### config.mk
export PLATFORM = sky130hd
export DESIGN_NAME = opb_register_bank_ppc2simulink
export DESIGN_NICKNAME = d
export VERILOG_FILES = /design/src/rtl/opb_register_bank_ppc2simulink.sv
export SDC_FILE = /design/constraint.sdc
export NUM_CORES = 1
export LEC_CHECK = 0
export CORE_MARGIN = 3
export CORE_UTILIZATION = 35
export DETAILED_ROUTE_END_ITERATION = 12
export PLACE_DENSITY = 0.75
export SETUP_SLACK_MARGIN = 0.1
export SKIP_LAST_GASP = 1
export SLEW_MARGIN = 20
export SYNTH_ARGS = -nofsm -noshare
export SYNTH_HDL_FRONTEND = slang
export SYNTH_SLANG_ARGS = --single-unit
### constraint.sdc
create_clock -name OPB_Clk -period 3.2 [get_ports OPB_Clk]
set_input_delay 0.48 -clock OPB_Clk [delete_from_list [all_inputs] [get_ports OPB_Clk]]
set_output_delay 0.48 -clock OPB_Clk [all_outputs]
set_load 0.01 [all_outputs]
### src/rtl/opb_register_bank_ppc2simulink.sv
// rtl/opb_register_bank_ppc2simulink.sv - OPB slave exposing PPC-writable control registers and read-only status words
module opb_register_bank_ppc2simulink #(
    parameter logic [31:0] C_BASEADDR   = 32'h01060000,
    parameter logic [31:0] C_HIGHADDR   = 32'h010600FF,
    parameter int          C_OPB_AWIDTH = 32,
    parameter int          C_OPB_DWIDTH = 32,
    parameter int          C_NUM_REGS   = 4,
    parameter int          C_NUM_STATUS = 2,
    parameter logic [31:0] C_RESET_VAL  = 32'h00000000,
    parameter logic [31:0] C_PULSE_MASK = 32'h00000000
) (
    input  logic                        OPB_Clk,
    input  logic                        OPB_Rst_n,
    input  logic [0:C_OPB_AWIDTH-1]     OPB_ABus,
    input  logic [0:C_OPB_DWIDTH/8-1]   OPB_BE,
    input  logic [0:C_OPB_DWIDTH-1]     OPB_DBus,
    input  logic                        OPB_RNW,
    input  logic                        OPB_select,
    input  logic                        OPB_seqAddr,
    output logic [0:C_OPB_DWIDTH-1]     Sl_DBus,
    output logic                        Sl_errAck,
    output logic                        Sl_retry,
    output logic                        Sl_toutSup,
    output logic                        Sl_xferAck,
    output logic [32*C_NUM_REGS-1:0]    user_data_out,
    output logic [C_NUM_REGS-1:0]       user_wr_stb,
    input  logic [32*C_NUM_STATUS-1:0]  user_status_in
);

    typedef enum logic [1:0] {
        ST_IDLE,
        ST_ACK,
        ST_WAIT
    } state_t;

    state_t state, state_next;

    // OPB numbers bits MSB-first; these copies are in user (LSB-first) order
    logic [31:0] addr;
    logic [31:0] wdata;
    logic [3:0]  be;
    logic [31:0] offset;
    logic [29:0] word;
    logic        hit;
    logic        start;
    logic [31:0] rd_next;
    logic [31:0] rd_data_q;
    logic [C_NUM_REGS-1:0][31:0] regs;
    logic        unused_ok;

    assign addr   = OPB_ABus;
    assign wdata  = OPB_DBus;
    assign be     = OPB_BE;
    assign offset = addr - C_BASEADDR;
    assign word   = offset[31:2];
    assign hit    = OPB_select && (addr >= C_BASEADDR) && (addr <= C_HIGHADDR);
    // a transfer is only accepted from IDLE, so bus changes mid-transfer are ignored
    assign start  = (state == ST_IDLE) && hit;

    // byte lane bits and sequential-address hint carry no information here
    assign unused_ok = ^{OPB_seqAddr, offset[1:0]};

    assign Sl_errAck     = 1'b0;
    assign Sl_retry      = 1'b0;
    assign Sl_toutSup    = 1'b0;
    assign Sl_xferAck    = (state == ST_ACK);
    assign Sl_DBus       = Sl_xferAck ? rd_data_q : 32'h0;
    assign user_data_out = regs;

    // transfer state register
    always_ff @(posedge OPB_Clk) begin
        if (!OPB_Rst_n) begin
            state <= ST_IDLE;
        end else begin
            state <= state_next;
        end
    end

    // ack for exactly one cycle, then hold off until the master drops select
    always_comb begin
        state_next = state;
        case (state)
            ST_IDLE: if (hit) state_next = ST_ACK;
            ST_ACK:  state_next = ST_WAIT;
            ST_WAIT: if (!OPB_select) state_next = ST_IDLE;
            default: state_next = ST_IDLE;
        endcase
    end

    // read mux: control regs first, then status words, everything else reads 0
    always_comb begin
        rd_next = 32'h0;
        for (int k = 0; k < C_NUM_REGS; k++) begin
            if (word == 30'(k)) rd_next = regs[k];
        end
        for (int j = 0; j < C_NUM_STATUS; j++) begin
            if (word == 30'(C_NUM_REGS + j)) rd_next = user_status_in[32*j +: 32];
        end
    end

    // register writes, write strobes, pulse-bit clearing and read data capture
    always_ff @(posedge OPB_Clk) begin
        if (!OPB_Rst_n) begin
            for (int k = 0; k < C_NUM_REGS; k++) begin
                regs[k] <= C_RESET_VAL;
            end
            user_wr_stb <= '0;
            rd_data_q   <= 32'h0;
        end else begin
            user_wr_stb <= '0;
            rd_data_q   <= 32'h0;
            // pulse bits fall back one cycle after being set; a write in the same
            // cycle overrides this for the bytes it touches
            regs[0] <= regs[0] & ~C_PULSE_MASK;
            if (start) begin
                if (OPB_RNW) begin
                    rd_data_q <= rd_next;
                end else begin
                    for (int k = 0; k < C_NUM_REGS; k++) begin
                        if (word == 30'(k)) begin
                            user_wr_stb[k] <= 1'b1;
                            for (int b = 0; b < 4; b++) begin
                                if (be[b]) regs[k][8*b +: 8] <= wdata[8*b +: 8];
                            end
                        end
                    end
                end
            end
        end
    end

endmodule

; ---- After elaboration in Yosys (flattened, before gate mapping)
; Cells that the tools add are included.
[totals]
reg_bits = 166
inputBits = 137
out_inout_bits = 168
wordCells = 72
[op_classes]
addsub = 1
order_cmp = 2
n_eq_ne = 9
n_mux = 14
bitwise = 3
reduce_logical = 24
[op_table]
columns = op, n
row1 = two-way mux 32 bit, 7
row2 = AND reduction 4 bit, 16
row3 = "equality test 30 x 2 -> 1 bit, second input constant", 2
row4 = "equality test 30 x 3 -> 1 bit, second input constant", 2
row5 = ">= comparator 32 x 25 -> 1 bit, second input constant", 1
row6 = "less-or-equal comparator 32 x 25 -> 1 bit, second input constant", 1
row7 = "subtractor 32 x 25 -> 32 bit, second input constant", 1
row8 = "equality test 30 x 1 -> 1 bit, second input constant", 1
row9 = zero test 30 bit, 1
row10 = one-hot mux 2 bit (3 select lines), 1
row11 = two-way mux 1 bit, 4
row12 = two-way mux 2 bit, 2
row13 = "!= test 2 bit, second input constant", 2
row14 = logical AND 1 bit, 3
row15 = inverter 1 bit, 3
row16 = AND reduction 3 bit, 1
row17 = OR reduction 3 bit, 1
row18 = "equality test 2 x 1 -> 1 bit, second input constant", 1
row19 = "equality test 2 bit, second input constant", 1
row20 = zero test 2 bit, 1
row21 = AND reduction 2 bit, 1

; ---- Logic depth before layout (Yosys ltp)
[depth]
ltp_word = 8
ltp_mapped = 10
ltp_nobuf = 7

; ---- Worst setup path before layout
; Ideal clock, no wire load.
[synth_path]
kind = input-to-reg
start = in OPB_ABus[14] in the netlist's numbering
end = reg rd_data_q[16]
setup_ns = 0.132
arrival_ns = 2.695
required_time_ns = 3.068
setup_slack_ns = 0.372
stages = 10
n_path_buf = 3
cell_sequence = ha_1 nor4_1 and4b_1 buf_1 nand4_4 or4_1 buf_2 buf_6 o31ai_2 a21oi_1
[synth_via]
elab_chain_len = 8
word_cells_on_any_way = 19
classes_between = add/sub (1) / order compare (2) / eq/ne (5) / mux (6) / reduce/logical (5)
[synth_lines]
columns = item, line
row1 = from (decl), 14  ; input logic [0:C_OPB_AWIDTH-1] OPB_ABus,
row2 = subtractor 32 x 25 -> 32 bit, 54  ; assign offset = addr - C_BASEADDR;
row3 = zero test 30 bit, 94  ; if (word == 30'(k)) rd_next = regs[k];
row4 = two-way mux 32 bit (4 in series), 94
row5 = two-way mux 32 bit (2 in series), 97  ; if (word == 30'(C_NUM_REGS + j)) rd_next = user_status_in[32*j +: 32];
row6 = to (signal assigned), 117  ; rd_data_q <= rd_next;
row7 = to (decl), 47  ; logic [31:0] rd_data_q;
; Parallel ways exist; a longest one is shown, timed or not.
; A chain may end at the register's enable or synchronous reset.

; ---- Final worst setup path
[layout_path]
start = in OPB_ABus[13] in the netlist's numbering
end = reg regs (netlist bit user_data_out[44])
[layout_via]
elab_chain_len = 5
word_cells_on_any_way = 8
classes_between = add/sub (1) / order compare (2) / eq/ne (1) / reduce/logical (4)
[layout_lines]
columns = item, line
row1 = branches (longest 4 deep; another with subtractor 32 x 25 -> 32 bit), -
row2 = AND reduction 4 bit (no source line) *, -
row3 = "to (signal, indexed assignment)", 123  ; if (be[b]) regs[k][8*b +: 8] <= wdata[8*b +: 8];
row4 = to (decl), 48  ; logic [C_NUM_REGS-1:0][31:0] regs;
; Every way passes the cells marked *.

==> flow_summary.json <==
{
  "highest_layer": "met4",
  "worst_ep_required_time_ns": 3.49,
  "clkSinkCount": 166,
  "period_needed_ns": 2.70,
  "skew_ns": 0.00947,
  "grt_pass1_vias": 7440,
  "drc_errors": 0,
  "dpl_cell_area_um2": 11600,
  "finalWeightedCongestion": 0.807,
  "grt_max_degree": 52,
  "dpl.cell_count": 1426,
  "wirelength_um": 29200,
  "grt_usage": 0.225,
  "avgSynthCellArea_um2": 9.33,
  "status": "finished clean",
  "drt.antenna.violating_nets": 0,
  "io_buffer_count": 298,
  "crit_slowest_cell": "clkdlybuf4s50_1",
  "switchingPower_mw": 1.18,
  "clk_pin_slew_worst_paths_ns": 0.07,
  "critPathKind": "in -> reg",
  "setup_viol": 0,
  "async_flop_share": 0,
  "critical-path-max-stage-delay_ns": 0.51,
  "dp_hpwl_um": 20500,
  "worstHoldPathType": "reg -> reg",
  "drive_gt1_frac": 0.125,
  "vias": 7717,
  "ys.flop_type": "dfxtp_1",
  "critPathBufInv": 3,
  "worst_slew_pin_slew_ns": 0.941,
  "worst_setup_path_end_kind": "flop",
  "first_pass_iters": 5,
  "cts_buffers": 17,
  "synth.lib_cells_used.distinct": 52,
  "place_ws_ns": 0.0694,
  "hold_buffers": 0,
  "path_cells": "clkdlybuf4s50_1 > ha_1 > nor4_1 > and4b_1 > nand4_4 > buf_4 > nor4_4 > buf_12 > mux2i_1 > nor2_1",
  "cp_max_fo": 8,
  "fp.dieH_um": 158,
  "clock_latency_ns": 0.42,
  "syn-cell-area_um2": 8080,
  "crit_family": "simple AND/OR/NAND/NOR gates",
  "p_clk_frac": 0.445,
  "yosysSeqAreaShare": 0.411,
  "hold_viol_final": 0,
  "nNetsFinal": 1303,
  "root_buffer": "clkbuf_16",
  "grt_pass1_wl_um": 43500,
  "slew_headroom": 0.371,
  "cts_resized": 0,
  "antenna_found_initial": 0,
  "cts_buffer_depth": 2,
  "synth_edf_count": 0,
  "die_area_um2": 24900,
  "min_period_over_period": 0.844,
  "core.rowCount": 54,
  "route.met3.wl_um": 2210,
  "switching_share": 0.257,
  "p_leak_nw": 4.44,
  "met2WireLength_um": 14000,
  "io_pins": 305,
  "core_area_um2": 22200,
  "setup_tns_ns": 0,
  "power_frac_comb": 0.104,
  "rsz0062_at_grt": "false",
  "max-cap-violations": 0,
  "startpoint_type": "input port",
  "p_total_mw": 4.57,
  "avgViaCountPerCell": 5.29,
  "slew_violations": 0,
  "fmax_mhz": 370,
  "ys_seq_elements": 166,
  "p_per_area_nw_per_um2": 374,
  "m1WireLength_um": 12500,
  "instances_no_fill": 1459,
  "yosysWarnings": 0,
  "grt-ovfl-total": 0,
  "dr.first_iter.drc_count": 478,
  "arrival_ns": 2.99,
  "htree_levels": 4,
  "utilization": 0.550,
  "hold_ws_ns": 0.480,
  "area_growth_pct": 51.3,
  "cts_tree": "built",
  "fp.dieW_um": 158,
  "ir_worst_vdd_v": 0.000295,
  "post_cts_buffers": 0,
  "setup_ws_ns": 0.500,
  "start_util": 0.364,
  "internal_power_mw": 3.39,
  "syn_inst": 866,
  "final_area_um2": 12200,
  "post_drt_wl_per_cell_um": 20.0,
  "seq_power_share": 0.452
}
-- cells in the final DEF (no fill, tap or decap), drive strengths merged, types with 2 or more instances in the layout --
cell type	instances
a211o	2
a21oi	42
a22oi	31
a31oi	4
and2	32
and4	2
buf	41
clkbuf	18
clkdlybuf4s50	294
clkinv	5
clkinvlp	4
conb	3
dfxtp	166
inv	6
mux2	31
mux2i	132
mux4	9
nand2	76
nand2b	4
nand3	7
nand4	6
nor2	182
nor2b	7
nor3	6
nor3b	2
nor4	19
nor4b	5
o22a	4
o31ai	20
-- routing by layer --
| layer | vias up | track usage |
|---|---|---|
| li1 | 3647 | - |
| met1 | 3745 | 0.288 |
| met2 | 293 | 0.381 |
| met3 | 32 | 0.0577 |
| met4 | 0 | 0.0590 |
| met5 | - | 0 |
-- area by class of cell --
cell class / instances / area, µm²
repair buffers: 335 / 3420
clock inverters: 14 / 143
clock buffers: 18 / 429
flip-flops and latches: 166 / 3320
inverters: 2 / 8.76
multi-input cells: 643 / 4550
diodes: 1 / 2.50
well taps: 280 / 350
fillers: 1981 / 10000
-- worst min-delay path, delay by kind of cell, from the launching register on --
family           cells  cell delay [ns]
DFF                  1             0.32
and+or+nand+nor      1             0.06
muxes                1             0.06
-- cells in the mapped netlist, drive strengths merged (2+ instances only) --
cell type  count  share of area
a31oi          4         0.0031
a211o          2         0.0022
nor4b          5         0.0054
buf            9         0.0071
nor3b          2         0.0019
mux2i        132           0.16
a22oi         31          0.029
and2          32          0.025
nor4          19          0.039
o31ai         20          0.025
mux2          31          0.043
nand3          7         0.0043
o22a           4         0.0043
nand2b         4         0.0031
mux4           9          0.025
nor3           6         0.0037
inv            2        0.00093
nand4          6         0.0073
nor2b          7         0.0054
nand2         76          0.035
dfxtp        166           0.41
clkbuf        48          0.022
nor2         182          0.085
and4           2         0.0022
a21oi         42          0.026
-- logic make-up after synthesis --
logic type      synth area share
buf+inv                   0.0303
other cells             0.000464
mux                        0.232
compound gates            0.0997
fa+ha+maj                0.00279
flops                      0.411
xor+xnor                 0.00108
simple gates               0.223
-- state kept, by name (all words and copies together), names as in the netlist --
register	flops
user_data_out	128
rd_data_q	32
state	2
user_wr_stb	4
-- path summary, 6_finish.rpt --
check	from	endpoint	slack, ns	cells past startpoint
min	user_data_out[68]	user_data_out[68]	0.48	2
min reg2reg	user_data_out[68]	user_data_out[68]	0.48	2
max	OPB_ABus[13]	user_data_out[44]	0.50	10
max reg2reg	state[1]	user_data_out[44]	0.85	7
-- power groups by stage --
stage               combinational (mW)  clock (mW)  sequential (mW)
finish                           0.474        2.03             2.06
global route                     0.509        2.16             2.06
CTS                              0.474        2.08             2.06
detailed placement               0.471           0             2.11
global placement                 0.466           0             2.11
floorplan                        0.207           0             2.11
Power figures use the tool's default switching activity.
==> variant (config.mk and constraints unchanged) <==
The parameter `C_NUM_STATUS` goes from 2 to 4.
--- a/src/rtl/opb_register_bank_ppc2simulink.sv
+++ b/src/rtl/opb_register_bank_ppc2simulink.sv
@@ -5,7 +5,7 @@
     parameter int          C_OPB_AWIDTH = 32,
     parameter int          C_OPB_DWIDTH = 32,
     parameter int          C_NUM_REGS   = 4,
-    parameter int          C_NUM_STATUS = 2,
+    parameter int          C_NUM_STATUS = 4,
     parameter logic [31:0] C_RESET_VAL  = 32'h00000000,
     parameter logic [31:0] C_PULSE_MASK = 32'h00000000
 ) (
Ports: changed (resized user_status_in); port bits go from 305 to 369. The function was not compared with the original's and may differ.
==> variant against the original RTL <==
- fmax grew 1.9%
- cell count decreased by 1.2%
- final area rose by 6.1%
- power increased by 0.23%
- critical path depth is 2 lower
- routed wire length shrank 2.5%
- synthesized cell count shrank 13%
- setup slack better by 52 ps
- area after synthesis is 4.1% higher
- sequential cell count unchanged
- largest cell class unchanged
- largest power group unchanged
==> variant: results (changes against the original RTL) <==
Synthesis
  – Synth cell count leaders: 170 x mux2i_1, 166 x dfxtp_1, 163 x nand2_1, 59 x mux4_2, 36 x nor2_1
  – Yosys warning total: 0 (unchanged)
  – Count leader, synth: mux2i_1
  – Synth top area cells: dfxtp_1 40%, mux2i_1 20%, mux4_2 16%
  – Post-synthesis mux area share: 36.0% (+13 points)
  – Seq/Total Area, Yosys: 39.5% (-1.6 points)
  – Adder-cell area share of the yosys netlist: 0.149% (-0.13 points)
  – Cell variety after synth: 51 (-1.9%)
  – Post-Synth XOR/XNOR Area: 0% (-0.11 points)
  – Synth Area in Compound Gates: 2.65% (-7.3 points)

Detailed routing
  – DRT iter0 DRCs: 431 (-9.8%)
  – Drt pass-1 iters: 4 (-1)
  – Met3 WL: 2010 µm (-9.0%)
  – Detailed-routed wire length on met2: 14000 µm (-0.40%)
  – Metal-1 WL: 12100 µm (-2.9%)
  – Avg Vias per Cell: 4.99 (-5.6%)

Layout
  – Area of the multi-input gates: 0.00480 mm² (+5.5%)
  – Max reg flops: 128 (unchanged)
  – Share of cells above drive strength 1: 12.9% (+0.46 points)
  – Layout fillers: 2092 (+5.6%)
  – Clock tree cell share of total cell area: 4.26% (-0.41 points)
  – Sequential cell area share: 25.6% (-1.6 points)
  – Total Nets Final: 1311 (+0.61%)
  – Signal buffers: 384 (+15%)
  – NonClk Buf Share: 30.0% (+2.0 points)
  – Comb_multi_in: 539 (-16%)
  – Layout clock buffers: 19 (+1)

Global routing
  – Initial antenna violation count: 0 (unchanged)
  – Global-route wire length before repair: 43700 µm (+0.54%)
  – Overall routing resource usage: 21.5% (-1.1 points)
  – Met2 global-route usage: 37.3% (-0.82 points)
  – Largest net degree at the start of global routing: 161 (+210%)
  – Met1 global-route usage: 26.8% (-1.9 points)
  – Vias in the first global route: 7469 (+0.39%)
  – GRT met3 Usage: 5.49% (-0.28 points)

Setup path
  – Worst path max stage delay: 650 ps (+140 ps)
  – CP max FO: 16 (+8)
  – CP top delay family: buffers and inverters
  – Crit-path slowest cell: or4_1

Placement
  – GP Congestion: 0.806 (-0.17%)
  – Detailed placement HPWL: 21100 µm (+2.8%)
  – PortBufs: 362 (+21%)

Pwr
  – Worst ir drop on vdd: 0.281 mV (-4.9%)

Run status
  – Status: completed

Timing
  – Least-Margin Pin Slew: 710 ps (-231 ps)
  – Setup Skew: 9.60 ps (+0.128 ps)

Worst hold path
  – HP Class: input port to register
## variant: worst paths after layout
path	end	slack, ps	cells past startpoint	startpoint
worst max-delay path	user_data_out[102]	550	8	OPB_ABus[13]
worst min-delay path	state[1]	350	3	OPB_Rst_n
worst max register to register	rd_data_q[8]	1280	6	state[0]
worst min register to register	user_data_out[9]	470	2	user_data_out[9]
## variant: through the flow
stage / worst slack [ps] / utilization (%) / std cells / instance area [µm²] / hold WS [ps]
CTS: 520 / 55.1 / 1440 / 13000 / 335
floorplan: 732 / - / 757 / 8420 / 481
detailed placement: 88.3 / 52.7 / 1409 / 12400 / 467
finish: 551 / 55.1 / 1441 / 13000 / 352
global route: 437 / 55.1 / 1440 / 13000 / 358
global placement: 106 / 52.7 / 1409 / 12400 / 455
## variant: power groups by stage
stage                     registers, mW  clock network (mW)  logic, mW
after floorplan                    2.11                   0      0.246
after global placement             2.11                   0      0.554
after detailed placement           2.11                   0      0.560
after CTS                          2.06                2.00      0.561
after global routing               2.06                2.07      0.595
final                              2.06                1.96      0.556
